==> config.mk <==
export PLATFORM = sky130hd
export DESIGN_NAME = mdu_iter
export DESIGN_NICKNAME = d
export VERILOG_FILES = /design/src/rtl/mdu_iter.sv
export SDC_FILE = /design/constraint.sdc
export NUM_CORES = 2
export LEC_CHECK = 0
export BUFFER_PORTS_ARGS = -buffer_cell sky130_fd_sc_hd__buf_2
export CORE_AREA = 5 5 322 450
export CTS_BUF_LIST = sky130_fd_sc_hd__clkbuf_4
export CTS_CLUSTER_SIZE = 30
export DETAILED_ROUTE_END_ITERATION = 12
export DIE_AREA = 0 0 327 455
export GPL_TIMING_DRIVEN = 0
export PLACE_DENSITY_LB_ADDON = 0.3
export SLEW_MARGIN = 20
export SYNTH_ARGS = -nofsm -noshare
export SYNTH_HDL_FRONTEND = slang
export SYNTH_SLANG_ARGS = --single-unit
==> constraint.sdc <==
create_clock -name clk -period 8.3 [get_ports clk]
set_input_delay 1.66 -clock clk [delete_from_list [all_inputs] [get_ports clk]]
set_output_delay 1.66 -clock clk [all_outputs]
set_load 0.01 [all_outputs]
==> src/rtl/mdu_iter.sv <==
// mdu_iter: multi-cycle multiply/divide unit that owns the HI/LO registers.
//
// MULT/MULTU produce a full 2*WIDTH product through MUL_LATENCY register
// stages. DIV/DIVU run a restoring radix-2 divider: WIDTH iterations plus one
// sign-fixup edge. MTHI/MTLO write hi/lo in a single edge with no done pulse.
//
// Optional feature macro: MDU_EARLY_OUT_EN. When defined, a nonzero-divisor
// divide whose |dividend| < |divisor| skips the iteration phase entirely.
//
// Parameters:
//   WIDTH        operand width, >= 4 and even
//   MUL_LATENCY  edges from accept to hi/lo update for multiplies, 1..4
// Ports:
//   clk          clock, rising edge
//   rst          asynchronous active-high reset
//   i_op         0 NOP, 1 MULT, 2 MULTU, 3 DIV, 4 DIVU, 5 MTHI, 6 MTLO, 7 NOP
//   i_op_valid   op/operands valid this cycle
//   o_op_ready   unit idle and able to accept
//   i_cancel     abort an in-flight MUL/DIV
//   i_rs, i_rt   operands
//   o_stall      hold the PC while a MUL/DIV is outstanding
//   o_done       one-cycle pulse when hi/lo hold a new MUL/DIV result
//   o_dz         sticky divide-by-zero flag
//   o_hi, o_lo   HI/LO registers
module mdu_iter #(
  parameter int unsigned WIDTH       = 32,
  parameter int unsigned MUL_LATENCY = 1
) (
  input  logic             clk,
  input  logic             rst,
  input  logic [2:0]       i_op,
  input  logic             i_op_valid,
  output logic             o_op_ready,
  input  logic             i_cancel,
  input  logic [WIDTH-1:0] i_rs,
  input  logic [WIDTH-1:0] i_rt,
  output logic             o_stall,
  output logic             o_done,
  output logic             o_dz,
  output logic [WIDTH-1:0] o_hi,
  output logic [WIDTH-1:0] o_lo
);

  localparam int unsigned CntW = $clog2(WIDTH + 1);

  localparam logic [2:0] OpMult  = 3'd1;
  localparam logic [2:0] OpMultu = 3'd2;
  localparam logic [2:0] OpDiv   = 3'd3;
  localparam logic [2:0] OpDivu  = 3'd4;
  localparam logic [2:0] OpMthi  = 3'd5;
  localparam logic [2:0] OpMtlo  = 3'd6;

  typedef enum logic [1:0] {StIdle, StMul, StDivIter, StDivFix} state_e;

  state_e r_state, w_state_nxt;

  logic [WIDTH-1:0]   r_hi, r_lo;
  logic               r_done, r_dz;
  logic [2*WIDTH-1:0] r_mul_pipe [MUL_LATENCY];
  logic [MUL_LATENCY-1:0] r_mul_vld;
  logic [WIDTH-1:0]   r_dvs, r_quo, r_rem;
  logic [CntW-1:0]    r_cnt;
  logic               r_q_neg, r_r_neg, r_dz_pend;

  // Decode and accept
  logic w_idle, w_op_legal, w_is_mul, w_is_div, w_accept, w_acc_mul, w_acc_div, w_cancel;
  assign w_idle     = (r_state == StIdle);
  assign w_op_legal = (i_op >= OpMult) && (i_op <= OpMtlo);
  assign w_is_mul   = (i_op == OpMult) || (i_op == OpMultu);
  assign w_is_div   = (i_op == OpDiv) || (i_op == OpDivu);
  // Cancel also blocks an accept in IDLE.
  assign w_accept   = i_op_valid && w_idle && w_op_legal && !i_cancel;
  assign w_acc_mul  = w_accept && w_is_mul;
  assign w_acc_div  = w_accept && w_is_div;
  assign w_cancel   = i_cancel && !w_idle;

  // Multiplier operands, sign- or zero-extended to 2*WIDTH
  logic               w_mul_sgn;
  logic [2*WIDTH-1:0] w_mul_a, w_mul_b, w_prod;
  assign w_mul_sgn = (i_op == OpMult);
  assign w_mul_a   = {{WIDTH{w_mul_sgn & i_rs[WIDTH-1]}}, i_rs};
  assign w_mul_b   = {{WIDTH{w_mul_sgn & i_rt[WIDTH-1]}}, i_rt};
  assign w_prod    = w_mul_a * w_mul_b;

  logic w_mul_last;
  assign w_mul_last = r_mul_vld[MUL_LATENCY-1];

  // Divider operand magnitudes
  logic             w_div_sgn, w_rs_neg, w_rt_neg, w_rt_zero, w_early, w_div_skip;
  logic [WIDTH-1:0] w_rs_abs, w_rt_abs;
  assign w_div_sgn = (i_op == OpDiv);
  assign w_rs_neg  = w_div_sgn & i_rs[WIDTH-1];
  assign w_rt_neg  = w_div_sgn & i_rt[WIDTH-1];
  assign w_rs_abs  = w_rs_neg ? -i_rs : i_rs;
  assign w_rt_abs  = w_rt_neg ? -i_rt : i_rt;
  assign w_rt_zero = (i_rt == '0);
`ifdef MDU_EARLY_OUT_EN
  assign w_early   = !w_rt_zero && (w_rs_abs < w_rt_abs);
`else
  assign w_early   = 1'b0;
`endif
  assign w_div_skip = w_rt_zero || w_early;

  // One restoring iteration. rem < divisor always holds, so the shifted
  // remainder fits in WIDTH+1 bits and the trial's top bit is the borrow.
  logic [WIDTH:0]   w_rem_sh, w_trial;
  logic             w_ge;
  logic [WIDTH-1:0] w_rem_nxt, w_quo_nxt;
  assign w_rem_sh  = {r_rem, r_quo[WIDTH-1]};
  assign w_trial   = w_rem_sh - {1'b0, r_dvs};
  assign w_ge      = !w_trial[WIDTH];
  assign w_rem_nxt = w_ge ? w_trial[WIDTH-1:0] : w_rem_sh[WIDTH-1:0];
  assign w_quo_nxt = {r_quo[WIDTH-2:0], w_ge};

  // FSM state register
  always_ff @(posedge clk or posedge rst) begin
    if (rst) r_state <= StIdle;
    else     r_state <= w_state_nxt;
  end

  // FSM next state and handshake outputs
  always_comb begin
    w_state_nxt = r_state;
    o_op_ready  = w_idle;
    o_stall     = (i_op_valid && (w_is_mul || w_is_div) && !r_done) || !w_idle;
    unique case (r_state)
      StIdle: begin
        if (w_acc_mul)      w_state_nxt = StMul;
        else if (w_acc_div) w_state_nxt = w_div_skip ? StDivFix : StDivIter;
      end
      StMul:     if (w_mul_last) w_state_nxt = StIdle;
      StDivIter: if (r_cnt == CntW'(1)) w_state_nxt = StDivFix;
      StDivFix:  w_state_nxt = StIdle;
      default:   w_state_nxt = StIdle;
    endcase
    if (w_cancel) w_state_nxt = StIdle;
  end

  // Datapath
  always_ff @(posedge clk or posedge rst) begin
    if (rst) begin
      r_hi      <= '0;
      r_lo      <= '0;
      r_done    <= 1'b0;
      r_dz      <= 1'b0;
      r_mul_vld <= '0;
      for (int i = 0; i < MUL_LATENCY; i++) r_mul_pipe[i] <= '0;
      r_dvs     <= '0;
      r_quo     <= '0;
      r_rem     <= '0;
      r_cnt     <= '0;
      r_q_neg   <= 1'b0;
      r_r_neg   <= 1'b0;
      r_dz_pend <= 1'b0;
    end else begin
      r_done <= 1'b0;
      if (w_cancel) begin
        r_mul_vld <= '0;
        r_cnt     <= '0;
        r_dz_pend <= 1'b0;
      end else begin
        // Multiplier pipeline
        r_mul_vld[0] <= w_acc_mul;
        if (w_acc_mul) r_mul_pipe[0] <= w_prod;
        for (int i = 1; i < MUL_LATENCY; i++) begin
          r_mul_vld[i]  <= r_mul_vld[i-1];
          r_mul_pipe[i] <= r_mul_pipe[i-1];
        end
        if (w_mul_last) begin
          {r_hi, r_lo} <= r_mul_pipe[MUL_LATENCY-1];
          r_done       <= 1'b1;
        end

        if (w_accept && (i_op == OpMthi)) r_hi <= i_rs;
        if (w_accept && (i_op == OpMtlo)) r_lo <= i_rs;

        if (w_acc_div) begin
          r_dz      <= 1'b0;
          r_dvs     <= w_rt_abs;
          r_rem     <= '0;
          r_quo     <= w_rs_abs;
          r_q_neg   <= w_rs_neg ^ w_rt_neg;
          r_r_neg   <= w_rs_neg;
          r_cnt     <= CntW'(WIDTH);
          r_dz_pend <= 1'b0;
          if (w_rt_zero) begin
            // Raw dividend is parked in the quotient register for hi.
            r_quo     <= i_rs;
            r_q_neg   <= 1'b0;
            r_r_neg   <= 1'b0;
            r_dz_pend <= 1'b1;
          end else if (w_early) begin
            r_quo <= '0;
            r_rem <= w_rs_abs;
          end
        end

        if (r_state == StDivIter) begin
          r_rem <= w_rem_nxt;
          r_quo <= w_quo_nxt;
          r_cnt <= r_cnt - 1'b1;
        end

        if (r_state == StDivFix) begin
          r_done <= 1'b1;
          if (r_dz_pend) begin
            r_lo <= '1;
            r_hi <= r_quo;
            r_dz <= 1'b1;
          end else begin
            r_lo <= r_q_neg ? -r_quo : r_quo;
            r_hi <= r_r_neg ? -r_rem : r_rem;
          end
        end
      end
    end
  end

  assign o_done = r_done;
  assign o_dz   = r_dz;
  assign o_hi   = r_hi;
  assign o_lo   = r_lo;

endmodule

# Word level (Yosys, flattened, before mapping)
# Index checks and enable logic that the tools add are counted.
# totals
elab_cells	114
ff_bits	238
out_inout_bits	68
# op_classes
n_addsub	6
n_mux	40
n_eq_ne	13
n_reduce_logical	32
multipliers	1
n_lt_le_gt_ge	2
bitwise_logic	6
# ops
op	count
$mux 32	18
$neg 32->32	4
$mul 33x33->64	1
$sub 33x32->33	1
$logic_not 32->1	1
$mux 6	3
$mux 1	13
$logic_and 1x1->1	11
$mux 2	5
$reduce_and 2->1	5
$eq 3x3->1 const B	3
$reduce_bool 3->1	3
$pmux 2 s4	1
$eq 3x2->1 const B	2
$eq 6x1->1 const B	1
$ne 3x3->1 const B	2
$sub 6x1->6 const B	1
$and 1x1->1	4
$eq 2x2->1 const B	2
$logic_not 1->1	4
$logic_or 1x1->1	4
$ne 4x1->1 const B	1
$reduce_bool 2->1	2
$eq 3x1->1 const B	1
other kinds (7)	7

# Depth between registers and ports, before layout
# depth
word_depth	9
ltp_mapped	31
mapped_depth_nobuf	29

# Worst setup path before layout
# OpenSTA, ideal clock, no wires.
# synth_path
path_type	input-to-reg
startpoint	input i_op[1]
endpoint	register r_mul_pipe[63] in the netlist's numbering
setup_ns	0.087
path_slack_ns	-1.317
path_buffers	2
required_ns	8.213
arrival_ns	9.530
stages	28
cell_sequence	nor3b_1 > and2_1 > clkbuf_1 > nand2_1 > inv_1 > fa_1 > inv_1 > fa_1 > inv_1 > fa_1 > fa_1 > inv_1 > fa_1 > fa_1 > fa_1 > fa_1 > inv_1 > ha_1 > clkbuf_1 > a21o_1 > a21o_1 > a21oi_1 > o21ai_0 > a21o_1 > a21oi_1 > or3b_2 > a31o_2 > o211ai_1
# synth_between
elab_chain_len	6
elab_cells_between_ends	13
classes_between	1 x mul; 2 x order compare; 2 x eq/ne; 2 x bitwise; 6 x reduce/logical
# synth_rtl
element	line	source
start: declaration	31	input logic [2:0] i_op,
branches (longest 6 deep; another with $mul 33x33->64)	--	
end signal: indexed assignment	167	r_mul_pipe[i] <= r_mul_pipe[i-1];
end: declaration	59	logic [2*WIDTH-1:0] r_mul_pipe [MUL_LATENCY];
# Parallel ways; which one is timed is not known.
# A chain may end at the register's enable or synchronous reset.

# Worst setup path in the final report
# layout_path
startpoint	input i_op[2]
endpoint	register r_mul_pipe[58] in the netlist's numbering
# The elaborated chain is that of the path after synthesis.

==> impl_metrics.ini <==
[status]
status = complete, but fails checks
violations = setup timing

[worst_hold_path]
hold_depth = 2
hold_class = reg -> reg

[floorplanning]
die_area_sq_um = 149000
rows = 163
core-area_sq_um = 141000
die_h_um = 455
ios = 139
start_util_pct = 37.6
die_w_um = 327

[finish]
layout_commonest_cell = inv_1
seqCellArea_sq_um = 5960
synthToLayoutAreaGrowth_pct = 15.2
drive_gt1_share_pct = 13.6
final_net_count = 7791
n_fill_cell = 13943
final_cell_mix = inv_1, fa_1, nand2_1
multi_input_area_sq_um = 42300

[global_route]
use_met1_pct = 33.0
grt_pass1_vias = 48165
grt_max_degree = 93
grtUsageMet3_pct = 4.99
grt_usage_pct = 30.7
overflow = 0
grt_use_met2_pct = 51.5
grt_pass1_wl_mm = 330
grt_antenna_before_repair = 15
busiest_layer = met2

[clock_network]
cts_buffers = 51
clk_path_buf_depth = 3
cts_tree = done
postCtsHoldBufs = 0
cts-root-buf = clkbuf_4
clock_latency_ns = 0.86
cts_sinks = 238
htreeDepth = 2
clk_pin_slew_ns = 0.10

[placed_design]
numPortBuffers = 104
globalplace.congestion = 1.04
dpl.hpwl_mm = 187

[worst_setup_path]
max_stage_delay_ns = 0.69
crit_slowest_cell = fa_2
crit_top_cell = fa_1
critPathKind = in -> reg
startpoint_type = input port
crit_fanout = 8
r2r_setup_slack_ns = 3.38
worstPathRequired_ns = 9.04
r2r_cells = 15
worstSetupEndpointType = flop
arrival_ns = 9.42

[detailed_routing]
ant_nets = 0
first_iter_violations = 3820
via_per_inst = 5.54
drt-wirelength-per-cell_um = 28.1
wl_mm = 231
dr.pass1.iters = 6
vias = 45498
drc = 0

[run]
drv_cap = 0

[sta]
drv_slew = 0
worstMarginPinSlew_ns = 1.07
worst_slack_ns = -0.388
period_minus_slack_ns = 8.69
holdWs_ns = 0.476
period_share_pct = 105
timing_hold_violations_final = 0
rsz0062_at_grt = true
finClkSkew_ns = 0.124
setup_viol = 19
slew_headroom_pct = 28.5
fmaxAchievable_ghz = 0.115

[synthesis]
syn_inst = 6044
synth_nets = 7491
ys_seq_elements = 238
async_reset_ff_share_pct = 100
ys_seq_area_share_pct = 11.3
yosys_warnings = 0
synth_edf_count = 0
avgSynthCellArea_sq_um = 8.75
syn_area_sq_um = 52900
ys_types = 81
dominantRegCellSynth = dfrtp_1
[timing repair]
item / 4_1_cts / 5_1_grt
gates resized for setup: 543 / 253
pin swaps: 107 / 122
setup endpoints to repair: 41 / 32
gates cloned: 0 / 2
buffers inserted: 99 / 72
[critical path, delay by kind of cell]
kind            cells  cell delay [ns]
simple gates        6             0.91
buf+inv             8             1.11
fa+ha+maj           9             4.63
compound gates      6             1.07
[cell type report]
type                       instances  area share [%]
clock buffer                      66           0.813
antenna                           15          0.0616
buffer                           363            5.09
timing repair buffer             276            3.55
sequential                       238            9.77
clock inverter                    26           0.281
tap                             1815            3.73
inverter                        1178            7.31
multi-input combinational       4236            69.4
[path summary, 6_finish.rpt]
kind | start | to
max | i_op[2] | r_mul_pipe[58]$_DFFE_PP0P_
min | o_lo[12]$_DFFE_PP0P_ | o_lo[12]$_DFFE_PP0P_
max reg2reg | r_quo[31]$_DFFE_PP0P_ | r_rem[1]$_DFFE_PP0P_
min reg2reg | o_lo[12]$_DFFE_PP0P_ | o_lo[12]$_DFFE_PP0P_
max in group asynchronous | rst | o_hi[3]$_DFFE_PP0P_
min in group asynchronous | rst | r_quo[29]$_DFFE_PP0P_
[through the flow]
stage | setup TNS (ns) | setup WS (ns) | std cells | cell area (sq um) | utilization [%]
floorplan | -4.74 | -0.643 | 6044 | 53500 | -
global placement | -816.69 | -3.11 | 7963 | 56300 | 40.1
detailed placement | -82.80 | -2.58 | 7966 | 56400 | 40.1
CTS | -1.45 | -0.229 | 8136 | 59900 | 42.6
global route | -6.67 | -0.525 | 8201 | 60900 | 43.3
finish | -4.01 | -0.388 | 8213 | 60900 | 43.4
[layer usage]
layer	vias to the layer above	share of wire, %
li1	18989	-
met1	23065	33
met2	2499	47
met3	943	7.8
met4	2	12
met5	-	0.0065
[registers in the layout, indices dropped and copies added (netlist names)]
| name | flops |
|---|---|
| o_hi | 32 |
| o_lo | 32 |
| r_mul_pipe | 64 |
| o_dz | 1 |
| r_dvs | 32 |
| r_dz_pend | 1 |
| o_done | 1 |
| r_mul_vld | 1 |
| r_rem | 32 |
| r_state | 2 |
| r_r_neg | 1 |
| r_q_neg | 1 |
| r_quo | 32 |
| r_cnt | 6 |
[cells by family (layout without fill, tap and decap cells)]
logic type,Yosys count,after routing,synth area share (%)
xor gates and xnor gates,213,213,3.53
and+or+nand+nor,1814,1814,15.7
other,0,15,0
buffers and inverters,1570,1909,11.2
AOI/OAI and AO/OA,789,789,8.93
adders and majority gates,1376,1376,48.5
DFF,238,238,11.3
muxes,44,44,0.901
[cells in the mapped netlist, drive strengths merged (35+ instances only)]
master  instances  area, sq um
o22ai          43          269
clkbuf        319         1200
nand3          42          210
inv          1176         4410
o21ai         305         1530
and2          327         2050
and3           35          219
nand2        1039         3900
a21o           54          405
xnor2         151         1320
buf            73          290
fa           1126        22500
a21oi         199          996
xor2           62          543
nor2          193          724
o31ai          36          289
dfrtp         238         5960
ha            250         3130
Power is not shown: default switching activity piles up to over one toggle a cycle in this logic, so the estimate is an artifact.
